## src/rtl/scsi_io_arbiter.sv

```systemverilog
// scsi_io_arbiter: round-robin sharing of one host sector channel between two SCSI targets.
// Define SCSI_ARB_WATCHDOG_EN to add the transfer watchdog and its sticky timeout_flag output.
module scsi_io_arbiter #(
  parameter int TIMEOUT_W = 24
) (
  input  logic        clk,
  input  logic        rst_n,
  input  logic [31:0] t_lba0,
  input  logic [31:0] t_lba1,
  input  logic [1:0]  t_rd,
  input  logic [1:0]  t_wr,
  output logic [1:0]  t_ack,
  input  logic [7:0]  t_buff_din0,
  input  logic [7:0]  t_buff_din1,
  output logic [1:0]  t_buff_wr,
  output logic [8:0]  buff_addr,
  output logic [7:0]  buff_dout,
  output logic [31:0] h_lba,
  output logic        h_dev,
  output logic        h_rd,
  output logic        h_wr,
  input  logic        h_ack,
  input  logic [8:0]  h_buff_addr,
  input  logic [7:0]  h_buff_dout,
  input  logic        h_buff_wr,
  output logic [7:0]  h_buff_din,
`ifdef SCSI_ARB_WATCHDOG_EN
  output logic        timeout_flag,
`endif
  output logic        busy
);

  typedef enum logic [1:0] {
    IDLE = 2'd0,
    REQ  = 2'd1,
    XFER = 2'd2,
    DONE = 2'd3
  } state_t;

  if (TIMEOUT_W < 2) begin : g_timeout_w_check
    $error("scsi_io_arbiter: TIMEOUT_W must be at least 2");
  end

  state_t      state, state_n;
  logic [31:0] h_lba_n;
  logic        h_dev_n;
  logic        h_rd_n, h_wr_n;
  logic [1:0]  t_ack_n;
  logic        op, op_n;
  logic        last_grant, last_grant_n;
  logic [1:0]  req;
  logic        grant;
  logic [1:0]  owner;

`ifdef SCSI_ARB_WATCHDOG_EN
  logic [TIMEOUT_W-1:0] watchdog, watchdog_n;
  logic                 timeout_flag_n;
`endif

  always_ff @(posedge clk) begin
    if (!rst_n) begin
      state      <= IDLE;
      h_lba      <= '0;
      h_dev      <= 1'b0;
      h_rd       <= 1'b0;
      h_wr       <= 1'b0;
      t_ack      <= '0;
      op         <= 1'b0;
      last_grant <= 1'b1;
`ifdef SCSI_ARB_WATCHDOG_EN
      watchdog     <= '0;
      timeout_flag <= 1'b0;
`endif
    end else begin
      state      <= state_n;
      h_lba      <= h_lba_n;
      h_dev      <= h_dev_n;
      h_rd       <= h_rd_n;
      h_wr       <= h_wr_n;
      t_ack      <= t_ack_n;
      op         <= op_n;
      last_grant <= last_grant_n;
`ifdef SCSI_ARB_WATCHDOG_EN
      watchdog     <= watchdog_n;
      timeout_flag <= timeout_flag_n;
`endif
    end
  end

  // Both requesting: hand the channel to whoever did not have it last.
  always_comb begin
    req   = t_rd | t_wr;
    grant = (req == 2'b11) ? ~last_grant : req[1];
    owner = h_dev ? 2'b10 : 2'b01;
  end

  always_comb begin
    state_n      = state;
    h_lba_n      = h_lba;
    h_dev_n      = h_dev;
    h_rd_n       = 1'b0;
    h_wr_n       = 1'b0;
    t_ack_n      = '0;
    op_n         = op;
    last_grant_n = last_grant;
`ifdef SCSI_ARB_WATCHDOG_EN
    watchdog_n     = watchdog;
    timeout_flag_n = timeout_flag;
`endif

    case (state)
      IDLE: begin
        if (|req) begin
          h_dev_n      = grant;
          h_lba_n      = grant ? t_lba1 : t_lba0;
          op_n         = grant ? t_wr[1] : t_wr[0];
          last_grant_n = grant;
          state_n      = REQ;
`ifdef SCSI_ARB_WATCHDOG_EN
          watchdog_n   = '0;
`endif
        end
      end
      REQ: begin
        if (h_ack) begin
          t_ack_n = owner;
          state_n = XFER;
        end else begin
          h_rd_n = ~op;
          h_wr_n = op;
        end
      end
      XFER: begin
        if (h_ack) begin
          t_ack_n = owner;
        end else begin
          state_n = DONE;
        end
      end
      DONE: begin
        state_n = IDLE;
      end
      default: begin
        state_n = IDLE;
      end
    endcase

`ifdef SCSI_ARB_WATCHDOG_EN
    // Expiry overrides the normal REQ/XFER outcome: one ack pulse unblocks the target.
    if (state == REQ || state == XFER) begin
      watchdog_n = watchdog + 1'b1;
      if (watchdog == '1) begin
        h_rd_n         = 1'b0;
        h_wr_n         = 1'b0;
        t_ack_n        = owner;
        timeout_flag_n = 1'b1;
        state_n        = DONE;
      end
    end
`endif
  end

  always_comb begin
    busy       = (state != IDLE);
    buff_addr  = h_buff_addr;
    buff_dout  = h_buff_dout;
    t_buff_wr  = '0;
    h_buff_din = '0;
    if (state == XFER) begin
      t_buff_wr  = h_buff_wr ? owner : 2'b00;
      h_buff_din = h_dev ? t_buff_din1 : t_buff_din0;
    end
  end

endmodule

```

## config.mk

```make
export PLATFORM = sky130hd
export DESIGN_NAME = scsi_io_arbiter
export DESIGN_NICKNAME = d
export VERILOG_FILES = /design/src/rtl/scsi_io_arbiter.sv
export SDC_FILE = /design/constraint.sdc
export NUM_CORES = 1
export LEC_CHECK = 0
export BUFFER_PORTS_ARGS = -buffer_cell sky130_fd_sc_hd__buf_2
export CAP_MARGIN = 5
export CORE_ASPECT_RATIO = 1.4
export CORE_MARGIN = 5
export CORE_UTILIZATION = 43
export CTS_CLUSTER_DIAMETER = 30
export DETAILED_ROUTE_END_ITERATION = 10
export HOLD_SLACK_MARGIN = 0.03
export MAX_ROUTING_LAYER = met4
export PLACE_DENSITY_LB_ADDON = 0.15
export SKIP_CTS_REPAIR_TIMING = 1
export SYNTH_ARGS = -nofsm -noshare
export SYNTH_HDL_FRONTEND = slang
export SYNTH_SLANG_ARGS = --single-unit
```

## constraint.sdc

```tcl
create_clock -name clk -period 4.1 [get_ports clk]
set_input_delay 0.82 -clock clk [delete_from_list [all_inputs] [get_ports clk]]
set_output_delay 0.82 -clock clk [all_outputs]
set_load 0.01 [all_outputs]
```

## Yosys cells after proc, flatten, opt, wreduce, memory -nomap -nowiden

Index checks and enable logic that the tools add are counted.

- Flip-flop bits (word level): 41
- RAM bits: 0
- ROM bits: 0
- Latch bits: 0
- Output and inout port bits: 65
- Memories: 0
- Input port bits: 105

- Reduce and logical (&&, ||, !) cells: 8
- Div/mod/pow operators: 0
- Order comparisons: 0
- Multipliers: 0
- Bitwise logic cells: 5
- $add $sub $neg: 0
- Mux-type cells: 12
- Shift-type cells: 0
- Equal/unequal tests: 7

Operators by type and width:

| cell | number |
|---|---|
| $mux 32 | 1 |
| $mux 8 | 2 |
| $mux 2 | 6 |
| $pmux 2 s4 | 1 |
| $eq 2x2->1 const B | 3 |
| $ne 2x2->1 const B | 3 |
| $reduce_and 3->1 | 2 |
| $not 1->1 | 4 |
| $reduce_or 2->1 | 2 |
| $reduce_or 3->1 | 1 |
| $eq 2x1->1 const B | 1 |
| $logic_not 2->1 | 1 |
| $mux 1 | 2 |
| $or 2x2->2 | 1 |
| $reduce_and 2->1 | 1 |
| $reduce_bool 2->1 | 1 |

## Depth between registers and ports, before layout

- Depth after elaboration: 4
- Gate-level depth with buffers: 7
- Mapped depth without buffers: 5

## Least setup slack after synthesis

No wires, ideal clock.

- Kind: input-to-output
- From: input port t_buff_din1[2]
- To: output port h_buff_din[2]
- Required time: 3.280 ns
- Stages: 2
- Slack: 2.215 ns
- Arrival time: 1.065 ns
- Cell sequence: mux2i_1 > nor2b_1

- Word-level cells in the longest chain between the ends: 2

Ends and longest elaborated chain:

| item | RTL line | source |
|---|---|---|
| start: declaration | 14 | `input logic [7:0] t_buff_din1,` |
| $mux 8 | 171 | `h_buff_din = h_dev ? t_buff_din1 : t_buff_din0;` |
| $mux 8 | 169 | `if (state == XFER) begin` |
| end: declaration | 26 | `output logic [7:0] h_buff_din,` |

No other way between the ends.

## Final worst setup path

- From: register h_dev
- To: output port h_buff_din[3]

- Word-level cells in the longest chain between the ends: 2

Ends and longest elaborated chain:

| item | RTL line | source |
|---|---|---|
| start: declaration | 19 | `output logic h_dev,` |
| start signal: assignment | 77 | `h_dev <= h_dev_n;` |
| $mux 8 | 171 |  |
| $mux 8 | 169 |  |

No other way between the ends.

==> results by group <==
Outcome
  – Outcome: completed

Critical path
  – Worst EP required: 3.28 ns
  – Worst setup EP type: output port
  – Startpoint Class: flip-flop
  – Crit path launch: h_dev$_SDFFE_PN0P_
  – Reg2Reg Capture Point: h_lba[20]$_SDFFE_PN0P_
  – Worst reg-to-reg setup slack: 2.36 ns
  – Worst r2r src: state[0]$_SDFFE_PN0P_
  – Reg2Reg Depth: 6
  – CP Max Fanout: 14
  – WP data arrival: 1.51 ns
  – Critical path class: reg2out
  – Worst Setup EP: h_buff_din[3]

Layout
  – Share of cells above drive strength 1: 40.3%
  – Post-route insts no fill: 438
  – Nets: 481
  – # diodes: 0
  – Fin util: 55.5%
  – Layout area overhead: 27.1%

Power
  – PwrDens: 673 nW/µm²
  – Design Power: 1.91 mW
  – Leakage power: 1.34 nW
  – Worst vdd ir: 275 µV

Clock tree
  – Max Root-Sink Buffers: 2
  – Clock latency on the worst-skew pair: 0.29 ns
  – Htree depth: 2
  – Root buffer selected by CTS: clkbuf_8
  – CTS tree: done
  – Clk pin slew, worst setup/hold paths: 0.08 ns
  – CTS buffer count: 5
  – Clk sinks: 41

STA
  – Setup TNS: 0 ns
  – Achievable Freq: 0.430 GHz
  – Max-slew headroom: 24.4%
  – Clock skew: 0.00621 ns
  – RSZ-0062 raised after global routing: false
  – Setup violations, final: 0
  – Final hold vios: 0
  – Fin crit share: 56.8%
  – Worst Hold Slack: 0.480 ns
  – Final worst path period need: 2.33 ns
  – Slew Limit Fails: 0
  – Worst Max-Slew Pin Slew: 1.13 ns

Floorplanning
  – Die area: 6770 µm²
  – # rows: 31
  – Die height: 95.3 µm
  – I/O Pins: 170
  – Starting Density: 43.7%
  – Die width: 71.0 µm
  – Core area: 5120 µm²

Placed design
  – Placed Cells: 430
  – Post-DP HPWL: 4850 µm
  – Gpl congestion: 0.788
  – IO buf count: 135

Synthesis
  – Net Count, Synth: 378
  – Cells after Synth: 268
  – Synth cell types: 31
  – Syn Area/Cell: 8.35 µm²
  – Post-synthesis sequential element count: 41
  – Sequential area share after synthesis: 36.7%
  – Yosys warning total: 0
  – Post-Syn Area: 2240 µm²

Global routing
  – Initial antenna violation count: 0
  – Total track usage: 20.1%
  – Gr ovfl total: 0
  – Largest net degree at the start of global routing: 41
  – Vias in the first global route: 2292
  – First-pass GRT wire length: 10700 µm

Worst hold path
  – Min-delay worst type: reg2reg
  – Hold path depth: 1

Job
  – Max Cap Viol: 0

Detailed routing
  – DR DRC count: 0
  – Wire length on met2: 3560 µm
  – Routed wire length: 6880 µm
  – Initial DRC Count: 180
  – Drt pass-1 iters: 4
  – Drt via density: 5.54
  – Routed Antenna Nets: 0
  – Max layer used: met4
  – Post-DR wirelength/cell: 15.7 µm
  – Routed vias: 2426
  – WL met3: 574 µm
  – M1 wire length: 2660 µm
-- kinds of logic (layout without fill, tap and decap cells) --
group | count (synthesis) | count (layout) | synth area share [%]
AO/OA/AOI/OAI | 139 | 139 | 35.3
buffers and inverters | 45 | 149 | 13.8
flip-flops | 41 | 41 | 36.7
AND/OR/NAND/NOR | 28 | 28 | 6.94
multiplexers | 10 | 10 | 4.53
adder cells (fa/ha/maj) | 5 | 5 | 2.80
-- metrics by stage --
step,worst slack (ns),instance area (µm²)
after detailed placement,1.63,2730
after global routing,1.64,2840
after floorplan,2.22,2240
final,1.77,2840
after CTS,1.72,2840
after global placement,1.70,2730
-- area by class of cell --
| cell class | count | area, µm² |
|---|---|---|
| fillers | 536 | 2280 |
| flip-flops and latches | 41 | 821 |
| multi-input cells | 182 | 1110 |
| clock buffers | 7 | 86.3 |
| well taps | 66 | 82.6 |
| repair buffers | 138 | 698 |
| clock inverters | 1 | 30.0 |
| inverters | 3 | 11.3 |
-- cells in the mapped netlist --
cell type	n	area [µm²]
o41a_1	1	11.3
dfxtp_1	41	821
o211a_1	1	10.0
nor2b_1	10	62.6
nor2_1	2	7.51
o21a_1	1	7.51
a21oi_1	33	165
nor3_1	1	5.00
o41ai_4	1	27.5
buf_4	17	128
buf_2	2	10.0
inv_1	3	11.3
nand3_1	3	15.0
and3_1	1	6.26
buf_6	7	78.8
a21boi_0	2	15.0
ha_1	5	62.6
a31oi_1	32	200
mux2i_1	9	90.1
nand2_1	6	22.5
o2111a_1	1	11.3
o21ai_1	1	5.00
a2111o_1	1	11.3
or2_2	1	6.26
clkbuf_1	14	52.6
mux2_2	1	11.3
clkbuf_8	2	27.5
o21ai_0	65	325
and4_1	1	8.76
nor4_1	1	6.26
nor3b_1	2	15.0
-- registers in the layout, indices dropped and copies added (netlist names) --
register	flops
h_rd	1
h_lba	32
op	1
h_dev	1
last_grant	1
h_wr	1
state	2
t_ack	2
-- how the worst min path moves through the flow --
stage                    start         endpoint  slack [ns]
3_5_place_dp   op$_SDFFE_PN0P_  h_rd$_SDFF_PP0_        0.47
2_1_floorplan  op$_SDFFE_PN0P_  h_rd$_SDFF_PP0_        0.41
3_3_place_gp   op$_SDFFE_PN0P_  h_rd$_SDFF_PP0_        0.46
5_1_grt        op$_SDFFE_PN0P_  h_rd$_SDFF_PP0_        0.52
4_1_cts        op$_SDFFE_PN0P_  h_rd$_SDFF_PP0_        0.49
6_report       op$_SDFFE_PN0P_  h_rd$_SDFF_PP0_        0.48
-- critical path, cell delays in order, from the launching register on --
cell,delay (ns)
dfxtp_1,0.74
mux2i_1,0.28
nor2b_1,0.06
buf_2,0.14
-- power breakdown --
group | internal, mW | leakage, nW | switching [mW]
registers | 0.574 | 0.340 | 0.108
logic | 0.370 | 0.941 | 0.529
clock network | 0.198 | 0.0585 | 0.134
total | 1.14 | 1.34 | 0.770
-- layer usage --
layer | up-vias | track usage [%]
li1 | 1173 | -
met5 | - | -
met3 | 11 | 4.75
met1 | 1128 | 22.8
met4 | 0 | 7.37
met2 | 114 | 34.4
-- cell usage in the layout, fill, tap and decap left out, drive strengths merged, types with 5 or more instances in the layout --
| cell type | netlist | routed |
|---|---|---|
| nor2b | 10 | 10 |
| a21oi | 33 | 33 |
| clkbuf | 16 | 7 |
| buf | 26 | 138 |
| ha | 5 | 5 |
| o21ai | 66 | 66 |
| nand2 | 6 | 6 |
| a31oi | 32 | 32 |
| mux2i | 9 | 9 |
| dfxtp | 41 | 41 |
Note: power is estimated with default switching activity, not from simulation.
